**src/rtl/run_ctrl_pkg.sv**
```systemverilog
// -----------------------------------------------------------------------------
// run_ctrl_pkg
//   Shared types and constants for the run controller.
//   - run_state_t : sequencer states (IDLE, RESET, RUN, DONE)
//   - RST_CNT_W   : width of the reset-hold counter (covers RST_CYC up to 15)
//   - is_busy()   : true for the states in which the core is owned by a run
// -----------------------------------------------------------------------------
package run_ctrl_pkg;

    typedef enum logic [1:0] {
        IDLE  = 2'd0,
        RESET = 2'd1,
        RUN   = 2'd2,
        DONE  = 2'd3
    } run_state_t;

    localparam int RST_CNT_W = 4;

    function automatic logic is_busy(input run_state_t s);
        return (s == RESET) || (s == RUN);
    endfunction

endpackage

```
**src/rtl/run_ctrl_sat_counter.sv**
```systemverilog
// -----------------------------------------------------------------------------
// sat_counter
//   Up-counter with synchronous clear and sticky saturation at all-ones.
//   Ports:
//     clk   - clock, all logic on posedge
//     rst_n - asynchronous active-low reset (count -> 0)
//     clr   - synchronous clear, has priority over inc
//     inc   - increment by one unless already all-ones
//     cnt   - current count
// -----------------------------------------------------------------------------
module sat_counter #(
    parameter int W = 16
) (
    input  logic         clk,
    input  logic         rst_n,
    input  logic         clr,
    input  logic         inc,
    output logic [W-1:0] cnt
);

    logic [W-1:0] cnt_q;
    logic [W-1:0] cnt_d;

    always_comb begin
        cnt_d = cnt_q;
        if (clr) begin
            cnt_d = '0;
        end else if (inc && (cnt_q != {W{1'b1}})) begin
            cnt_d = cnt_q + 1'b1;
        end
    end

    always_ff @(posedge clk or negedge rst_n) begin
        if (!rst_n) begin
            cnt_q <= '0;
        end else begin
            cnt_q <= cnt_d;
        end
    end

    assign cnt = cnt_q;

endmodule

```
**src/rtl/run_ctrl.sv**
```systemverilog
// -----------------------------------------------------------------------------
// run_ctrl
//   Start/done handshake sequencer for the single-cycle core. Holds the core
//   in reset, releases it to run, detects completion (PC reaches DONE_ADDR or
//   halt opcode) or a runaway program (RUN-cycle limit), and reports done to
//   the host with a four-phase req/done handshake.
//
//   Ports:
//     clk       in   system clock
//     reset     in   asynchronous active-low reset
//     req       in   host start request (level, four-phase)
//     prog_ctr  in   current PC from the core (D bits)
//     halt      in   decoded halt opcode, valid in the same cycle
//     step      in   single-step strobe (only with STEP_EN)
//     core_rst  out  synchronous reset to the core, active-high
//     run_en    out  PC advance / architectural write enable
//     busy      out  high in RESET and RUN
//     done      out  completion handshake to host
//     timeout   out  qualifies done: run ended by the cycle limit
//     cycle_cnt out  executed (run_en) cycles of the current/last run
//
//   Build option STEP_EN: adds the step input. In RUN, run_en is then high
//   only in the cycle after a rising edge of step, and both counting and end
//   checks happen only on those stepped cycles.
//
//   All outputs are flops; nothing combinational reaches an output pin.
// -----------------------------------------------------------------------------
module run_ctrl
    import run_ctrl_pkg::*;
#(
    parameter int          D         = 12,
    parameter int          DONE_ADDR = 128,
    parameter int          RST_CYC   = 2,
    parameter int          CW        = 16,
    parameter int unsigned MAX_CYC   = 32'h0000_FFFF
) (
    input  logic          clk,
    input  logic          reset,
    input  logic          req,
    input  logic [D-1:0]  prog_ctr,
    input  logic          halt,
`ifdef STEP_EN
    input  logic          step,
`endif
    output logic          core_rst,
    output logic          run_en,
    output logic          busy,
    output logic          done,
    output logic          timeout,
    output logic [CW-1:0] cycle_cnt
);

    localparam logic [D-1:0]         DONE_PC  = D'(DONE_ADDR);
    // The limit is checked against the count before this cycle's increment,
    // so a timeout run ends with cycle_cnt exactly equal to MAX_CYC.
    localparam logic [CW-1:0]        LIMIT_M1 = CW'(MAX_CYC - 1);
    localparam logic [RST_CNT_W-1:0] RST_LAST = RST_CNT_W'(RST_CYC - 1);

    run_state_t             state_q, state_d;
    logic [RST_CNT_W-1:0]   hold_q, hold_d;
    logic                   timeout_q, timeout_d;
    logic                   core_rst_q, run_en_q, busy_q, done_q;
    logic                   cnt_clr, cnt_inc;
    logic                   end_hit, limit_hit;
    logic                   step_fire;
    logic [CW-1:0]          cnt;

`ifdef STEP_EN
    logic                   step_q;
    assign step_fire = step & ~step_q;
`else
    assign step_fire = 1'b1;
`endif

    assign end_hit   = (prog_ctr == DONE_PC) || halt;
    assign limit_hit = (cnt == LIMIT_M1);

    // Next-state and datapath control. run_en_q already marks an executing
    // cycle in both build variants, so counting and end checks key off it.
    always_comb begin
        state_d   = state_q;
        hold_d    = hold_q;
        timeout_d = timeout_q;
        cnt_clr   = 1'b0;
        cnt_inc   = 1'b0;
        case (state_q)
            IDLE: begin
                if (req) begin
                    state_d   = RESET;
                    hold_d    = '0;
                    timeout_d = 1'b0;
                    cnt_clr   = 1'b1;
                end
            end
            RESET: begin
                if (hold_q == RST_LAST) begin
                    state_d = RUN;
                    hold_d  = '0;
                end else begin
                    hold_d = hold_q + 1'b1;
                end
            end
            RUN: begin
                if (run_en_q) begin
                    cnt_inc = 1'b1;
                    // Completion outranks the limit when both land together.
                    if (end_hit) begin
                        state_d   = DONE;
                        timeout_d = 1'b0;
                    end else if (limit_hit) begin
                        state_d   = DONE;
                        timeout_d = 1'b1;
                    end
                end
            end
            DONE: begin
                if (!req) begin
                    state_d = IDLE;
                end
            end
            default: state_d = IDLE;
        endcase
    end

    // State register with outputs registered from the next state.
    always_ff @(posedge clk or negedge reset) begin
        if (!reset) begin
            state_q    <= IDLE;
            hold_q     <= '0;
            timeout_q  <= 1'b0;
            core_rst_q <= 1'b1;
            run_en_q   <= 1'b0;
            busy_q     <= 1'b0;
            done_q     <= 1'b0;
`ifdef STEP_EN
            step_q     <= 1'b0;
`endif
        end else begin
            state_q    <= state_d;
            hold_q     <= hold_d;
            timeout_q  <= timeout_d;
            core_rst_q <= (state_d == IDLE) || (state_d == RESET);
            run_en_q   <= (state_d == RUN) && step_fire;
            busy_q     <= is_busy(state_d);
            done_q     <= (state_d == DONE);
`ifdef STEP_EN
            step_q     <= step;
`endif
        end
    end

    sat_counter #(
        .W (CW)
    ) u_cycle_cnt (
        .clk   (clk),
        .rst_n (reset),
        .clr   (cnt_clr),
        .inc   (cnt_inc),
        .cnt   (cnt)
    );

    assign core_rst  = core_rst_q;
    assign run_en    = run_en_q;
    assign busy      = busy_q;
    assign done      = done_q;
    assign timeout   = timeout_q;
    assign cycle_cnt = cnt;

endmodule

```
**config.mk**
```make
export PLATFORM = sky130hd
export DESIGN_NAME = run_ctrl
export DESIGN_NICKNAME = d
export VERILOG_FILES = /design/src/rtl/run_ctrl_pkg.sv /design/src/rtl/run_ctrl_sat_counter.sv /design/src/rtl/run_ctrl.sv
export SDC_FILE = /design/constraint.sdc
export NUM_CORES = 1
export LEC_CHECK = 0
export BUFFER_PORTS_ARGS = -buffer_cell sky130_fd_sc_hd__clkbuf_2
export CORE_UTILIZATION = 31
export CTS_BUF_LIST = sky130_fd_sc_hd__clkbuf_4 sky130_fd_sc_hd__clkbuf_8
export CTS_CLUSTER_DIAMETER = 150
export DETAILED_ROUTE_END_ITERATION = 10
export MAX_ROUTING_LAYER = met4
export PLACE_DENSITY_LB_ADDON = 0.05
export REMOVE_ABC_BUFFERS = 1
export SKIP_CTS_REPAIR_TIMING = 1
export SLEW_MARGIN = 0
export SYNTH_ARGS = -nofsm -noshare
export SYNTH_HDL_FRONTEND = slang
export SYNTH_SLANG_ARGS = --single-unit
```
**constraint.sdc**
```tcl
create_clock -name clk -period 2.37 [get_ports clk]
set_input_delay 0.3555 -clock clk [delete_from_list [all_inputs] [get_ports clk]]
set_output_delay 0.3555 -clock clk [all_outputs]
set_load 0.02 [all_outputs]
```
==> out/qor.yml <==
status: "completed"
dp_hpwl_mm: 2.60
vias: 1287
fin_crit_ns: 2.05
ys_ff_latch: 27
route.detailed.drc: 0
clock_sinks: 27
place_inst: 240
area_growth_pct: 20.3
io_pins: 37
finalSetupTns_ns: 0
clock_skew_ns: 0.00564
multi_input_area_um2: 783
worstSetupStartpointType: "flop"
n_antenna_cell: 0
path_max_fanout: 9
clock_latency_ns: 0.28
io_buffers: 36
p_sw_mw: 0.554
period_share_pct: 86.3
antenna_found_initial: 0
fin_util_pct: 40.2
cts_made_buffers: 3
r2r_slack_ns: 0.32
place.gp.congestion: 0.888
peakVddDrop_uv: 406
netlist_instances: 152
grt-busiest-layer: "met2"
core_mm2: 0.00450
cts_root_buffer: "clkbuf_8"
rsz0062_at_grt: "no"
switching_share_pct: 38.2
grt_use_met2_pct: 25.9
max-slew-margin-rel_pct: 52.1
p_comb_share_pct: 35.3
synth_edf_count: 0
synthFlopType: "dfrtp_1"
reg2reg_depth: 5
finalHoldViolCount: 0
ys_seq_area_share_pct: 45.0
track_usage_pct: 15.6
synthArstFlopShare_pct: 100
die_width_um: 71.7
drive_above_1_share_pct: 26.0
yosysTopAreaCell: "dfrtp_1"
viasPerCell: 5.27
dr.first_iter.drc_count: 68
layout.cells.non_filler: 244
detailedPlace.worstSlack_ns: 0.331
clk_pin_slew_worst_paths_ns: 0.10
ys_top_cells_by_area: "dfrtp_1, mux2i_1, nand2_1"
h-tree-depth: 1
required_ns: 2.54
leakagePower_nw: 0.872
fillers: 459
p_clk_share_pct: 19.6
clockBufferDepth: 2
setup_viol: 0
drtAntennaViolNets: 0
max_freq_mhz: 489
yosysUniqueCellTypes: 43
p_int_mw: 0.897
worstMarginPinSlew_ns: 0.718
syn_avg_cell_area_um2: 9.90
start_util_pct: 33.4
worstPathArrival_ns: 2.21
overflow: 0
grt_pass1_wl_mm: 6.07
nNetsFinal: 215
final_cell_mix: "clkbuf_2, dfrtp_1, nand2_1"
final_max_slew_viol_count: 0
seq_power_share_pct: 45.1
grt_util_met3_pct: 2.11
cts_tree: "yes"
wl_per_cell_um: 14.7
die_area_mm2: 0.00514
routed_wl_mm: 3.59
placed_cell_area_mm2: 0.00176
layout_commonest_cell: "clkbuf_2"
grt_max_degree: 28
die_height_um: 71.7
power_density_mw_per_mm2: 801
worstSetupEndpointType: "flop"
regArea_um2: 677
use_met1_pct: 19.8
drt-pass1-iter-count: 4
ys_warn_count: 0
grt_pass1_vias: 1275
final_cell_area_mm2: 0.00181
fin_ws_ns: 0.324
rows: 24
hold_path.class: "in2async"
synth_top_area_share_pct: 43.2
maxCapViolCount: 0
critPathKind: "reg2reg"
netlist_area_mm2: 0.00151
-- flip-flops by register name, indices dropped and copies added (netlist names) --
register         cells
busy                 1
done                 1
hold_q               4
run_en               1
core_rst             1
timeout              1
state_q              2
u_cycle_cnt.cnt     16
-- path summary, 6_finish.rpt --
| kind | startpoint | endpoint |
|---|---|---|
| max | u_cycle_cnt.cnt[2] | busy |
| min | reset | u_cycle_cnt.cnt[6] |
| max reg2reg | u_cycle_cnt.cnt[2] | busy |
| min reg2reg | u_cycle_cnt.cnt[7] | u_cycle_cnt.cnt[7] |
| max in group asynchronous | reset | state_q[1] |
| min in group clk | halt | timeout |
-- per-layer routing --
metal  part of all wire, %  routed length, um
met1                    48               1710
met2                    48               1740
met3                   2.8                 99
met4                   1.1                 38
met5                     0                  0
-- kinds of logic (layout without fill, tap and decap cells) --
kind of cell               after synthesis  after routing  synth area share, %
and+or+nand+nor                         64             64                 24.6
buffers and inverters                   12             52                 2.99
DFF                                     27             27                 45.0
xor gates and xnor gates                 2              2                 1.16
AOI/OAI and AO/OA                       30             30                 14.0
adders and majority gates                6              6                 4.99
muxes                                   11             11                 7.32
-- through the flow --
stage / total power, mW / hold WS, ns
finish: 1.45 / 0.113
global route: 1.57 / 0.175
CTS: 1.47 / 0.144
detailed placement: 1.18 / 0.452
global placement: 1.17 / 0.433
floorplan: 0.996 / 0.0599
-- cells in the mapped netlist, types with 2 or more instances --
master	count
o21ai_0	6
mux2i_1	11
a21oi_1	5
nor4_1	6
nor4b_1	2
nand4_1	3
a31oi_1	2
a221o_1	2
nor2_1	6
inv_1	9
ha_1	6
nand2_1	23
or4_4	2
or4_1	2
o211ai_1	4
clkbuf_1	3
dfrtp_1	26
or3_1	2
nand4b_1	2
nand3_1	3
nor3_1	4
and4_1	2
-- critical path, cell delays in order, from the launching register on --
cell and delay [ns]:
dfrtp_1 0.48, nand4_4 0.19, or4_4 0.62, o21ai_1 0.24, a221o_1 0.19, ha_1 0.22
-- power by group through the flow --
stage	combinational (mW)	clock (mW)	sequential [mW]
finish	0.512	0.285	0.654
global placement	0.506	0	0.660
global route	0.575	0.316	0.675
CTS	0.521	0.295	0.652
floorplan	0.282	0	0.714
detailed placement	0.516	0	0.662
-- final cells by class --
cell class / count / area share, %
Clock buffer: 4 / 2.70
Inverter: 9 / 1.87
Multi-Input combinational cell: 113 / 43.3
Sequential cell: 27 / 37.4
Tap cell: 52 / 3.59
Timing Repair Buffer: 39 / 11.2
Note: power is estimated with default switching activity, not from simulation.
